### src/rtl/seg7_scan_driver.sv
`default_nettype none
// ==========================================================================
// seg7_scan_driver : 4-digit common-anode seven-segment scan driver with
//                    anti-ghosting dead time and frame-synchronous loading.
// Revision         : 1.0
// ==========================================================================
module seg7_scan_driver #(
  parameter int CLK_DIV = 100000,
  parameter int DEAD    = 16
) (
  input  logic        clk_100mhz,
  input  logic        rst,
  input  logic [15:0] disp_data,
  input  logic [3:0]  dp_in,
  input  logic [3:0]  blank_in,
  input  logic        load,
  output logic [3:0]  AN,
  output logic [7:0]  SEGMENT,
  output logic        pending,
  output logic        frame_done
);

  localparam int            CW      = $clog2(CLK_DIV);
  localparam logic [CW-1:0] CNT_MAX = CW'(CLK_DIV - 1);

  logic [CW-1:0] r_cnt;
  logic [1:0]    r_digit;
  logic [15:0]   r_data;
  logic [3:0]    r_dp;
  logic [3:0]    r_blank;
  logic [15:0]   r_pend_data;
  logic [3:0]    r_pend_dp;
  logic [3:0]    r_pend_blank;
  logic          r_pending;
  logic          r_frame_done;
  logic [3:0]    r_an;
  logic [7:0]    r_seg;

  logic          w_wrap;
  logic          w_boundary;
  logic          w_dead;
  logic [3:0]    w_nibble;
  logic [3:0]    w_an_next;
  logic [7:0]    w_seg_next;

  // Active-low segments {g,f,e,d,c,b,a}
  function automatic logic [6:0] hexdec(input logic [3:0] n);
    case (n)
      4'h0: hexdec = 7'h40;
      4'h1: hexdec = 7'h79;
      4'h2: hexdec = 7'h24;
      4'h3: hexdec = 7'h30;
      4'h4: hexdec = 7'h19;
      4'h5: hexdec = 7'h12;
      4'h6: hexdec = 7'h02;
      4'h7: hexdec = 7'h78;
      4'h8: hexdec = 7'h00;
      4'h9: hexdec = 7'h10;
      4'hA: hexdec = 7'h08;
      4'hB: hexdec = 7'h03;
      4'hC: hexdec = 7'h46;
      4'hD: hexdec = 7'h21;
      4'hE: hexdec = 7'h06;
      default: hexdec = 7'h0E;
    endcase
  endfunction

  assign w_wrap     = (r_cnt == CNT_MAX);
  assign w_boundary = w_wrap && (r_digit == 2'd3);
  assign w_nibble   = r_data[{r_digit, 2'b00} +: 4];

  // With no dead time the anodes are never forced off.
  generate
    if (DEAD == 0) begin : g_no_dead
      assign w_dead = 1'b0;
    end else begin : g_dead
      localparam logic [CW-1:0] DEAD_CNT = CW'(DEAD);
      assign w_dead = (r_cnt < DEAD_CNT);
    end
  endgenerate

  always_comb begin
    w_an_next  = 4'b1111;
    w_seg_next = 8'hFF;
    if (!w_dead && !r_blank[r_digit]) begin
      w_an_next  = ~(4'b0001 << r_digit);
      w_seg_next = {~r_dp[r_digit], hexdec(w_nibble)};
    end
  end

  always_ff @(posedge clk_100mhz) begin
    if (rst) begin
      r_cnt        <= '0;
      r_digit      <= 2'd0;
      r_data       <= 16'h0000;
      r_dp         <= 4'h0;
      r_blank      <= 4'h0;
      r_pend_data  <= 16'h0000;
      r_pend_dp    <= 4'h0;
      r_pend_blank <= 4'h0;
      r_pending    <= 1'b0;
      r_frame_done <= 1'b0;
      r_an         <= 4'b1111;
      r_seg        <= 8'hFF;
    end else begin
      r_cnt        <= w_wrap ? '0 : r_cnt + 1'b1;
      if (w_wrap) begin
        r_digit <= r_digit + 2'd1;
      end
      r_an         <= w_an_next;
      r_seg        <= w_seg_next;
      r_frame_done <= w_boundary;
      // A load landing on the boundary bypasses the pending buffer entirely.
      if (load && w_boundary) begin
        r_data    <= disp_data;
        r_dp      <= dp_in;
        r_blank   <= blank_in;
        r_pending <= 1'b0;
      end else if (load) begin
        r_pend_data  <= disp_data;
        r_pend_dp    <= dp_in;
        r_pend_blank <= blank_in;
        r_pending    <= 1'b1;
      end else if (w_boundary && r_pending) begin
        r_data    <= r_pend_data;
        r_dp      <= r_pend_dp;
        r_blank   <= r_pend_blank;
        r_pending <= 1'b0;
      end
    end
  end

  assign AN         = r_an;
  assign SEGMENT    = r_seg;
  assign pending    = r_pending;
  assign frame_done = r_frame_done;

endmodule
`default_nettype wire

### config.mk
export PLATFORM = sky130hd
export DESIGN_NAME = seg7_scan_driver
export DESIGN_NICKNAME = d
export VERILOG_FILES = /design/src/rtl/seg7_scan_driver.sv
export SDC_FILE = /design/constraint.sdc
export NUM_CORES = 1
export LEC_CHECK = 0
export BUFFER_PORTS_ARGS = -buffer_cell sky130_fd_sc_hd__clkbuf_2
export CORE_UTILIZATION = 40
export CTS_CLUSTER_SIZE = 8
export DETAILED_ROUTE_END_ITERATION = 6
export REMOVE_ABC_BUFFERS = 1
export SYNTH_ARGS = -nofsm -noshare
export SYNTH_HDL_FRONTEND = slang
export SYNTH_SLANG_ARGS = --single-unit
### constraint.sdc
create_clock -name clk_100mhz -period 3.99 [get_ports clk_100mhz]
set_clock_uncertainty 0.2 [all_clocks]
set_input_delay 0.798 -clock clk_100mhz [delete_from_list [all_inputs] [get_ports clk_100mhz]]
set_output_delay 0.798 -clock clk_100mhz [all_outputs]
set_load 0.02 [all_outputs]
==> results by stage <==
Worst setup path:
- The slowest cell on the critical path is sky130_fd_sc_hd__a31oi_4.
- STA classifies the critical path startpoint as an input port.
- The setup check on the worst reg-to-reg path leaves a slack of 1350 ps.
- The critical path is of the input port to flip-flop type.
- The family with the most delay on the worst path is buffers and inverters.
- The largest fanout on the critical path is 27.
- STA classifies the critical path endpoint as a flip-flop.
- At the worst endpoint, the required time is 4060 ps.
- The biggest cell delay along the critical path is 560 ps.
- The data arrival time of the critical path is 2760 ps.
- Walking the worst path, the cells encountered are clkbuf_2, inv_1, a31oi_4, buf_4, mux2i_1.
- Counting both buffers and inverters, the worst setup path holds a total of 3.

Clocking:
- The number of H-tree branching levels is 3.
- The number of buffers inserted by hold repair at cts is 0.
- The buffers inserted during post-CTS setup optimization is 0.
- For the worst-skew pair, the clock arrives at the later sink with an insertion delay of 350 ps.
- After clock tree synthesis, the clock-pin slew on the worst setup and hold paths is 70 ps.
- The TritonCTS clock tree is built.
- The buffer type at the clock tree root is sky130_fd_sc_hd__clkbuf_8.
- Counting the buffers created by CTS gives 9.
- Counting along the longest clock path gives a buffer depth of 2.
- The number of sinks on the clock net is 81.
- Post-CTS repair changed the size of 0 cells.

Timing:
- The max-slew headroom at the worst pin is 38.69%.
- The fmax is 371.6 MHz.
- The hold violation total from the final report is 0.
- Setup violations remaining at the end of the flow were counted as 0.
- Summed over all failing endpoints, the final setup total negative slack is 0 ps.
- For the pin with the worst max-slew slack, the measured transition is 917.7 ps.
- Setup repair after global routing left no endpoint under its margin.
- Hold is met by 259.5 ps.
- The post-route clock period utilization is 67.45%.
- The worst path meets setup with 1299 ps of slack.
- The clock period minus final worst setup slack is 2691 ps.
- The number of pins with negative max-slew slack in the final report is 0.

Route:
- The antenna violation net count after detailed routing is 0.
- The post-detailed-routing wire length is 8102 um.
- The remaining routing DRC violations is 0.
- The via total after detailed routing is 2869.
- The average via count per standard cell is 5.207.
- Before antenna repair, the detailed router went through 4 iterations.
- After detailed routing, the average wire length per cell comes to 14.70 um.
- The detailed router finished its first iteration with 70 violations.

Global route:
- The maximum number of pins on one net before global-route repair is 46.
- The wire length of the first global-routing pass is 13550 um.
- The initial antenna violation count is 0.
- The total overflow left after global routing is 0.
- Global routing consumed, over all layers together, 17.11% of the routing resources.
- The via count of the first global-routing pass is 2783.

Power:
- The proportion of power drawn by the clock network is 41.6%.
- The sequential fraction of design power is 52.2%.
- In this run the power spent charging and discharging nets is 0.3455 mW.
- The switching fraction of total power is 21.52%.
- The design draws 1.605 mW.
- Internal power comes to 1.260 mW.
- In this run the static leakage power is 1.690 nW.
- For this design the ratio of total power to cell area is 366.4 nW/um^2.
- VDD sags by at most 0.2159 mV.
- The share of total power dissipated in combinational logic is 6.2%.

Final layout:
- The area added between synthesis and finish is 11.88%.
- The total number of nets in the final design is 455.
- Of the cells placed in the final design, the portion with a size suffix greater than 1 is 18.48%.
- Leaving out fill and tap cells, the most frequent cell in the layout is sky130_fd_sc_hd__dfxtp_1.
- 0 antenna diodes ended up in the layout.
- Counting the fill cells in the layout gives 937.
- The top cell types in the final layout, fill and taps aside, are sky130_fd_sc_hd__dfxtp_1 (81), sky130_fd_sc_hd__nand2b_1 (48), sky130_fd_sc_hd__clkbuf_2 (40).

Placement:
- The post-place setup slack is 912.2 ps.
- The number of port buffers is 40.
- The half-perimeter wire length after detailed placement is 5585 um.
- The weighted congestion at the end of routability-driven global placement is 0.7809.

Floorplanning:
- The total number of placement rows is 35.
- The vertical die dimension is 100.9 um.
- The width of the die is 100.9 um.
- In this run the count of I/O pins placed on the die edge is 41.
- The die covers 10190 sq um.
- The starting density of the core is 41.79%.
- The core outline area is 9371 sq um.

Yosys:
- The post-synthesis sequential element count is 81.
- Dividing the synthesized area by the synthesized cell count gives 10.15 sq um.
- Synthesis handed over a netlist of 386 instances.
- The count of distinct cell types in the synthesized netlist is 48.
- The sequential fraction of the synthesis area is 41.41%.
- Yosys printed 0 warnings.
- In this run the cell area of the synthesized design comes to 3916 sq um.

Run:
- The count of maximum capacitance violations is 0.

Min path:
- The worst hold-check path type is flip-flop to flip-flop.

Outcome:
- The flow ran to the end, and the final reports show no timing, DRC or antenna violations.
-- cell type report --
type                            instances  area [sq um]  share of cell area, %
Clock buffer                           14         162.7                  3.712
Sequential cell                        81          1622                  37.01
Tap cell                              129         161.4                  3.684
Inverter                                8         30.03                 0.6853
Multi-Input combinational cell        274          2123                  48.46
Timing Repair Buffer                   43         222.7                  5.083
Clock inverter                          2         60.06                  1.371
-- routing by layer --
metal	part of all wire, %	wire [um]	up-vias	global-route usage [%]
met4	1.1	86	0	4.013
met3	3.2	260	10	4.300
li1	-	-	1457	-
met1	47	3833	1366	21.51
met5	0	0	-	0
met2	48	3922	36	29.40
-- synth_stat cells (all sizes together) --
cell	instances	area [sq um]
dfxtp	81	1622
nand2b	48	300.3
mux2i	30	300.3
o2bb2ai	24	216.5
nor2	20	77.58
a21oi	17	85.08
and3	14	87.58
clkbuf	13	48.80
nand2	13	48.80
a22oi	12	90.09
ha	11	137.6
buf	10	92.58
nand3	9	45.04
inv	8	30.03
nand4	8	56.30
xnor2	7	61.31
mux4	6	135.1
xor2	6	52.55
nor4	5	52.55
o21ai	5	25.02
or3	5	31.28
mux2	3	33.78
nor2b	3	18.77
o221ai	3	26.28
or2	3	18.77
or4	3	26.27
a211oi	2	15.01
nor3	2	10.01
o211ai	2	15.01
o311ai	2	17.52
o31ai	2	15.01
a21o	1	7.510
a311oi	1	8.760
a31oi	1	21.27
a41oi	1	27.53
and3b	1	8.760
and4	1	8.760
nand4b	1	23.77
nor4b	1	8.760
or3b	1	8.760
-- cells by family (layout without fill, tap and decap cells) --
logic type	after synthesis	count (layout)	share of synthesized area, %
AND/OR/NAND/NOR	138	138	21.25
adder cells (fa/ha/maj)	11	11	3.514
buffers and inverters	31	67	4.377
flip-flops	81	81	41.41
XOR/XNOR	13	13	2.907
multiplexers	39	39	11.98
AO/OA/AOI/OAI	73	73	14.57
-- through the flow --
step | utilization (%) | cell area [sq um] | std cells
floorplan | - | 3775 | 363
global placement | 44.38 | 4159 | 535
detailed placement | 44.38 | 4159 | 535
CTS | 46.76 | 4382 | 551
global route | 46.76 | 4382 | 551
finish | 46.76 | 4382 | 551
-- power by group through the flow --
stage | Sequential (mW) | Combinational [mW] | Clock, mW
CTS | 0.838 | 0.101 | 0.688
floorplan | 0.855 | 0.0593 | 0
global placement | 0.857 | 0.0990 | 0
detailed placement | 0.857 | 0.101 | 0
finish | 0.838 | 0.0997 | 0.667
global route | 0.841 | 0.111 | 0.729
-- path summary, 6_finish.rpt --
kind              start  cells after the start        endpoint
max reg2reg  r_digit[0]                      6      SEGMENT[0]
min reg2reg    r_cnt[0]                      1        r_cnt[0]
min            r_cnt[0]                      1        r_cnt[0]
max                load                      5  r_pend_data[3]
-- sequential cells by signal, summed over array words and instances (netlist names) --
signal / flops
AN: 4
SEGMENT: 8
frame_done: 1
pending: 1
r_blank: 4
r_cnt: 17
r_data: 16
r_digit: 2
r_dp: 4
r_pend_blank: 4
r_pend_data: 16
r_pend_dp: 4
No activity file was read; power rests on OpenSTA's default activity.
